`config.mk`:
```
export PLATFORM = sky130hd
export DESIGN_NAME = block_bbox_tracker
export DESIGN_NICKNAME = d
export VERILOG_FILES = /design/src/rtl/block_bbox_tracker.sv
export SDC_FILE = /design/constraint.sdc
export NUM_CORES = 1
export LEC_CHECK = 0
export CAP_MARGIN = 5
export CORE_ASPECT_RATIO = 0.5
export CORE_MARGIN = 4
export CORE_UTILIZATION = 52
export DETAILED_ROUTE_END_ITERATION = 16
export GPL_TIMING_DRIVEN = 1
export PLACE_DENSITY = 0.73
export SKIP_CTS_REPAIR_TIMING = 1
export SLEW_MARGIN = 20
export SYNTH_ARGS = -nofsm -noshare
export SYNTH_HDL_FRONTEND = slang
export SYNTH_SLANG_ARGS = --single-unit
export TNS_END_PERCENT = 50
```
`constraint.sdc`:
```
create_clock -name pixel_clk -period 4.4 [get_ports pixel_clk]
set_clock_uncertainty 0.1 [all_clocks]
set_input_delay 0.66 -clock pixel_clk [delete_from_list [all_inputs] [get_ports pixel_clk]]
set_output_delay 0.66 -clock pixel_clk [all_outputs]
set_load 0.02 [all_outputs]
```
`src/rtl/block_bbox_tracker.sv`:
```
// Key-colour bounding-box tracker: finds pixels matching KEY_COLOR in a video stream and
// publishes the box, pixel count and frame-to-frame centre displacement on every vs edge.
module block_bbox_tracker #(
  parameter int unsigned H_DISP    = 1920,
  parameter int unsigned V_DISP    = 1080,
  parameter logic [23:0] KEY_COLOR = 24'hffc0cb,
  parameter logic [7:0]  KEY_TOL   = 8'd0,
  parameter logic        VS_POL    = 1'b1
) (
  input  logic               pixel_clk,
  input  logic               sys_rst_n,
  input  logic               video_vs,
  input  logic               video_de,
  input  logic [23:0]        video_rgb,
  output logic               o_valid,
  output logic               o_found,
  output logic [10:0]        o_xmin,
  output logic [10:0]        o_xmax,
  output logic [10:0]        o_ymin,
  output logic [10:0]        o_ymax,
  output logic [21:0]        o_count,
  output logic signed [11:0] o_dx,
  output logic signed [11:0] o_dy,
  output logic               o_motion_ok
);

  typedef enum logic [1:0] {IDLE, ARMED, RUN} state_t;

  localparam logic [10:0] POS_MAX = 11'h7ff;
  localparam logic [21:0] CNT_MAX = 22'h3fffff;

  function automatic logic chan_match(input logic [7:0] chan, input logic [7:0] key);
    logic [7:0] diff;
    diff = (chan >= key) ? (chan - key) : (key - chan);
    return diff <= KEY_TOL;
  endfunction

  state_t state, state_next;

  logic        vs_act, vs_act_q, de_q, de_fall, vs_edge, vs_edge_q;
  logic [10:0] x_cnt, y_cnt;
  logic        in_range, color_ok;
  logic        s1_match;
  logic [10:0] s1_x, s1_y;
  logic        clear_acc, snap_en;
  logic [10:0] acc_xmin, acc_xmax, acc_ymin, acc_ymax;
  logic [21:0] acc_count;
  logic        snap_pend, snap_found, snap_run;
  logic [10:0] snap_xmin, snap_xmax, snap_ymin, snap_ymax;
  logic [21:0] snap_count;
  logic        found_prev;
  logic [10:0] cx_prev, cy_prev;
  logic [10:0] box_xmin, box_xmax, box_ymin, box_ymax;
  logic [11:0] sum_x, sum_y, dx_calc, dy_calc;
  logic [10:0] cx, cy;
  logic        motion_ok;

  // A vs edge is only honoured during blanking so a mid-line vs glitch cannot end the frame.
  assign vs_act  = (video_vs == VS_POL);
  assign de_fall = de_q & ~video_de;
  assign vs_edge = vs_act & ~vs_act_q & ~video_de;

  assign in_range = (32'(x_cnt) < H_DISP) && (32'(y_cnt) < V_DISP);
  assign color_ok = chan_match(video_rgb[23:16], KEY_COLOR[23:16]) &
                    chan_match(video_rgb[15:8],  KEY_COLOR[15:8])  &
                    chan_match(video_rgb[7:0],   KEY_COLOR[7:0]);

  always_ff @(posedge pixel_clk or negedge sys_rst_n) begin
    if (!sys_rst_n) begin
      vs_act_q  <= 1'b0;
      de_q      <= 1'b0;
      vs_edge_q <= 1'b0;
      x_cnt     <= '0;
      y_cnt     <= '0;
      s1_match  <= 1'b0;
      s1_x      <= '0;
      s1_y      <= '0;
    end else begin
      vs_act_q  <= vs_act;
      de_q      <= video_de;
      vs_edge_q <= vs_edge;
      if (video_de) begin
        if (x_cnt != POS_MAX) x_cnt <= x_cnt + 11'd1;
      end else if (de_fall) begin
        x_cnt <= '0;
      end
      if (vs_edge) y_cnt <= '0;
      else if (de_fall && y_cnt != POS_MAX) y_cnt <= y_cnt + 11'd1;
      s1_match <= video_de & in_range & color_ok;
      s1_x     <= x_cnt;
      s1_y     <= y_cnt;
    end
  end

  always_ff @(posedge pixel_clk or negedge sys_rst_n) begin
    if (!sys_rst_n) state <= IDLE;
    else            state <= state_next;
  end

  // The first vs edge after reset only arms: the partial frame before it is discarded.
  always_comb begin
    state_next = state;
    clear_acc  = 1'b0;
    snap_en    = 1'b0;
    if (vs_edge_q) begin
      clear_acc = 1'b1;
      case (state)
        IDLE:    state_next = ARMED;
        ARMED: begin
          snap_en    = 1'b1;
          state_next = RUN;
        end
        RUN:     snap_en = 1'b1;
        default: state_next = IDLE;
      endcase
    end
  end

  always_ff @(posedge pixel_clk or negedge sys_rst_n) begin
    if (!sys_rst_n) begin
      acc_xmin  <= '0;
      acc_xmax  <= '0;
      acc_ymin  <= '0;
      acc_ymax  <= '0;
      acc_count <= '0;
    end else if (clear_acc) begin
      acc_xmin  <= '0;
      acc_xmax  <= '0;
      acc_ymin  <= '0;
      acc_ymax  <= '0;
      acc_count <= '0;
    end else if (s1_match) begin
      if (acc_count == '0) begin
        acc_xmin <= s1_x;
        acc_xmax <= s1_x;
        acc_ymin <= s1_y;
        acc_ymax <= s1_y;
      end else begin
        if (s1_x < acc_xmin) acc_xmin <= s1_x;
        if (s1_x > acc_xmax) acc_xmax <= s1_x;
        if (s1_y < acc_ymin) acc_ymin <= s1_y;
        if (s1_y > acc_ymax) acc_ymax <= s1_y;
      end
      if (acc_count != CNT_MAX) acc_count <= acc_count + 22'd1;
    end
  end

  always_ff @(posedge pixel_clk or negedge sys_rst_n) begin
    if (!sys_rst_n) begin
      snap_pend  <= 1'b0;
      snap_found <= 1'b0;
      snap_run   <= 1'b0;
      snap_xmin  <= '0;
      snap_xmax  <= '0;
      snap_ymin  <= '0;
      snap_ymax  <= '0;
      snap_count <= '0;
    end else begin
      snap_pend <= snap_en;
      if (snap_en) begin
        snap_found <= (acc_count != '0);
        snap_run   <= (state == RUN);
        snap_xmin  <= acc_xmin;
        snap_xmax  <= acc_xmax;
        snap_ymin  <= acc_ymin;
        snap_ymax  <= acc_ymax;
        snap_count <= acc_count;
      end
    end
  end

  // Centre uses a 12-bit sum so xmin+xmax never wraps before halving.
  always_comb begin
    box_xmin = '0;
    box_xmax = '0;
    box_ymin = '0;
    box_ymax = '0;
    if (snap_found) begin
      box_xmin = snap_xmin;
      box_xmax = snap_xmax;
      box_ymin = snap_ymin;
      box_ymax = snap_ymax;
    end
    sum_x     = {1'b0, box_xmin} + {1'b0, box_xmax};
    sum_y     = {1'b0, box_ymin} + {1'b0, box_ymax};
    cx        = sum_x[11:1];
    cy        = sum_y[11:1];
    motion_ok = snap_found & found_prev & snap_run;
    dx_calc   = '0;
    dy_calc   = '0;
    if (motion_ok) begin
      dx_calc = {1'b0, cx} - {1'b0, cx_prev};
      dy_calc = {1'b0, cy} - {1'b0, cy_prev};
    end
  end

  always_ff @(posedge pixel_clk or negedge sys_rst_n) begin
    if (!sys_rst_n) begin
      o_valid     <= 1'b0;
      o_found     <= 1'b0;
      o_xmin      <= '0;
      o_xmax      <= '0;
      o_ymin      <= '0;
      o_ymax      <= '0;
      o_count     <= '0;
      o_dx        <= '0;
      o_dy        <= '0;
      o_motion_ok <= 1'b0;
      found_prev  <= 1'b0;
      cx_prev     <= '0;
      cy_prev     <= '0;
    end else begin
      o_valid <= snap_pend;
      if (snap_pend) begin
        o_found     <= snap_found;
        o_xmin      <= box_xmin;
        o_xmax      <= box_xmax;
        o_ymin      <= box_ymin;
        o_ymax      <= box_ymax;
        o_count     <= snap_found ? snap_count : '0;
        o_dx        <= dx_calc;
        o_dy        <= dy_calc;
        o_motion_ok <= motion_ok;
        found_prev  <= snap_found;
        cx_prev     <= cx;
        cy_prev     <= cy;
      end
    end
  end

endmodule
```
==> impl_summary.txt <==
----------------------------------------------------
[Timing]
  Clock period minus worst slack ... 3905 ps
  Relative slew slack ... 0.2835
  Least-Margin Pin Slew ... 1072 ps
  Ratio of final minimum period to clock period ... 0.8875
  Final setup violating endpoints ... 0
  Slew Limit Fails ... 0
  Total Neg Setup Slack ... 0 ps
  Setup repair after global routing missed its margin ... false
  Hold Vio Cnt, Final ... 0
  FMAX ... 256.1 MHz

[Worst setup path]
  Arrival time of data at the critical path endpoint ... 4240 ps
  Series of cell instances along the critical path ... buf_4, and2_1, ha_1, nand4_1, a211oi_1, a41oi_1, xnor2_1, ha_1, a211oi_1, inv_1, o21ai_0, a21oi_1, o21a_1, o32ai_1
  Slowest-stage cell, CP ... sky130_fd_sc_hd__dfrtp_2
  Biggest fanout along the worst timing path ... 26
  Category of the worst setup path capture point ... flip-flop
  Worst path required time ... 4730 ps
  Startpoint-to-endpoint class of the critical path ... flip-flop to flip-flop
  CP Launch Type ... flip-flop
  Largest stage delay, worst path ... 530 ps

[Cells and area]
  Final #Nets ... 1654
  Area added between synthesis and finish ... 16.49%
  Most frequent standard cell in the layout excluding fill and tap cells ... sky130_fd_sc_hd__dfrtp_1
  Final non-filler cell total ... 1931
  Fraction of final layout cells sized beyond drive strength 1 ... 0.09684
  Total of fill cells in the finished design ... 2218
  Commonest cells after routing, fill and taps aside ... sky130_fd_sc_hd__dfrtp_1, sky130_fd_sc_hd__o21ai_0, sky130_fd_sc_hd__inv_1
  Number of antenna diodes ... 0

[CTS]
  Cell at the root of the clock tree ... sky130_fd_sc_hd__clkbuf_16
  Number of clock sinks ... 300
  TritonCTS clock tree ... done
  Buffer depth of the longest clock path ... 3
  Register clock-pin slew on the reported worst setup and hold paths ... 60 ps
  Number of buffers created by CTS ... 28
  H-tree levels ... 1
  Latest clock arrival within the worst-skew pair ... 540 ps

[Placed design]
  Sum of net half-perimeters after detailed placement ... 23570 um
  Number of buffer cells added on primary ports ... 120
  Placed Instances ... 1879
  Routability congestion estimate ... 0.9076

[Die]
  Chip width ... 248.1 um
  Ports ... 121
  Y dimension of the die ... 128.0 um
  Site row count ... 43
  Overall die area ... 31760 um^2
  Starting Density ... 0.5346
  Floorplan core area ... 28030 um^2

[Logic synthesis]
  Total of flip-flops plus latches after synthesis ... 300
  Fraction of registers with async set or reset after synthesis ... 1.000
  Sequential cell area fraction in the yosys report ... 0.5010
  Number of warnings reported in the yosys synthesis log ... 0
  Synth Instances ... 1427
  Top_reg_cell synth ... sky130_fd_sc_hd__dfrtp_1
  Syn Nets ... 1553
  Area share of the leading cell type in the synthesized netlist ... 0.5010
  Count of cell types in the netlist ... 71
  Number of flops mapped to enable cells by yosys ... 0
  Dominant cells by area after synthesis ... sky130_fd_sc_hd__dfrtp_1, sky130_fd_sc_hd__ha_1, sky130_fd_sc_hd__mux2_2
  Avg Cell Area, Syn ... 10.50 um^2
  Library cell with the largest summed area after synthesis ... sky130_fd_sc_hd__dfrtp_1
  Total standard cell area after synthesis ... 14980 um^2

[Routing]
  Post-DRT Antenna Nets ... 0
  Detailed router's first-iteration violation count ... 686
  Via total after detailed routing ... 10890
  Detail-routed net length per standard cell ... 17.22 um
  Routed wire length ... 33260 um
  Detailed-router iteration count before antenna repair ... 5
  Vias per cell ... 5.639
  # DRC ... 0

[Run status]
  Run status ... finished, final reports clean

[Global routing]
  Grt ovf ... 0
  Global-route usage over all layers ... 0.2148
  Pin count of the biggest net entering global routing ... 127
  Initial antenna violation count ... 0
  Number of global-route vias before repair ... 11040
  Global-route wire length before repair ... 56020 um

[Power and ir drop]
  Worst IR drop on VDD ... 0.0003062 V
  Cell leakage power ... 8.046 nW
  Pwr/cell area ... 347.2 nW/um^2

[Job]
  Number of maximum-capacitance constraint violations ... 0

[Worst hold path]
  Tightest Hold Check Type ... flip-flop to flip-flop

----------------------------------------------------
per-layer routing:
metal	vias to the layer above	GRT usage	part of all wire
met2	248	0.3456	0.45
met3	57	0.03490	0.045
li1	5229	-	-
met5	-	0	0
met1	5355	0.3118	0.48
met4	0	0.04440	0.020
cell families after synthesis:
group | Yosys count | share of synthesized area
AND/OR/NAND/NOR | 367 | 0.1313
AO/OA/AOI/OAI | 341 | 0.1420
flip-flops | 300 | 0.5010
buffers and inverters | 181 | 0.04709
adder cells (fa/ha/maj) | 98 | 0.08383
multiplexers | 80 | 0.05979
XOR/XNOR | 60 | 0.03507
path summary, 6_finish.rpt:
kind / start / to / slack [ps] / depth (start not counted)
min reg2reg: y_cnt[10]$_DFFE_PN0P_ / s1_y[10]$_DFF_PN0_ / 300 / 0
max: snap_found$_DFFE_PN0P_ / o_dy[10]$_DFFE_PN0P_ / 500 / 14
max in group asynchronous: sys_rst_n / o_dy[3]$_DFFE_PN0P_ / 2540 / 3
min in group asynchronous: sys_rst_n / o_count[4]$_DFFE_PN0P_ / 570 / 2
max reg2reg: snap_found$_DFFE_PN0P_ / o_dy[10]$_DFFE_PN0P_ / 500 / 14
min: y_cnt[10]$_DFFE_PN0P_ / s1_y[10]$_DFF_PN0_ / 300 / 0
report_power, final:
| group | total [mW] | internal [mW] | switching [mW] | leakage [nW] |
|---|---|---|---|---|
| combinational | 0.702 | 0.293 | 0.409 | 3.44 |
| sequential | 2.93 | 2.83 | 0.104 | 4.16 |
| clock | 2.43 | 1.39 | 1.04 | 0.444 |
| total | 6.06 | 4.50 | 1.56 | 8.05 |
cell type report:
class,instances,area [um^2],area share
Sequential cell,300,7513,0.4304
Timing Repair Buffer,131,1316,0.07541
Clock inverter,10,115.1,0.006594
Inverter,121,454.2,0.02602
Tap cell,382,478.0,0.02738
Multi-Input combinational cell,946,6778,0.3883
Clock buffer,41,800.8,0.04587
per-stage QoR:
stage	hold slack [ps]	worst slack [ps]	instance area, um^2	power (mW)	util
3_3_place_gp	286.0	689.2	16520	3.635	0.5895
6_report	302.7	495.0	17460	6.061	0.6227
2_1_floorplan	251.9	727.7	14980	3.435	-
3_5_place_dp	289.2	561.1	16520	3.674	0.5895
4_1_cts	-35.11	520.1	17440	6.119	0.6222
5_1_grt	316.6	91.10	17460	6.350	0.6227
state kept, by name (all words and copies together) (netlist names), 12 cells and up:
signal,count
o_count,22
o_dx,12
acc_count,22
snap_count,22
o_dy,12
Yosys cell counts, drive strengths merged, types with 5 or more instances:
cell type    n
and2        40
dfrtp      300
nand4       26
a211oi       8
inv        120
nor2b        7
xor2        31
a31oi        7
or3b        20
mux2        76
o21ai      141
xnor2       29
a21oi       74
o31ai        6
buf         12
o2bb2ai     19
nor2        63
nand2b      10
or3          5
a22o        22
ha          94
clkbuf      48
nor3        15
nor4b        5
nand3       57
and3        14
a21o        17
o21a        10
nand2       87
nor4         6
critical path, delay by kind of cell (launching register included):
| family | cells | cell delay, ps |
|---|---|---|
| xor+xnor | 1 | 250 |
| buf+inv | 2 | 330 |
| flops | 1 | 530 |
| simple gates | 2 | 310 |
| compound gates | 7 | 1640 |
| fa+ha+maj | 2 | 620 |
No activity file was read; power rests on OpenSTA's default activity.
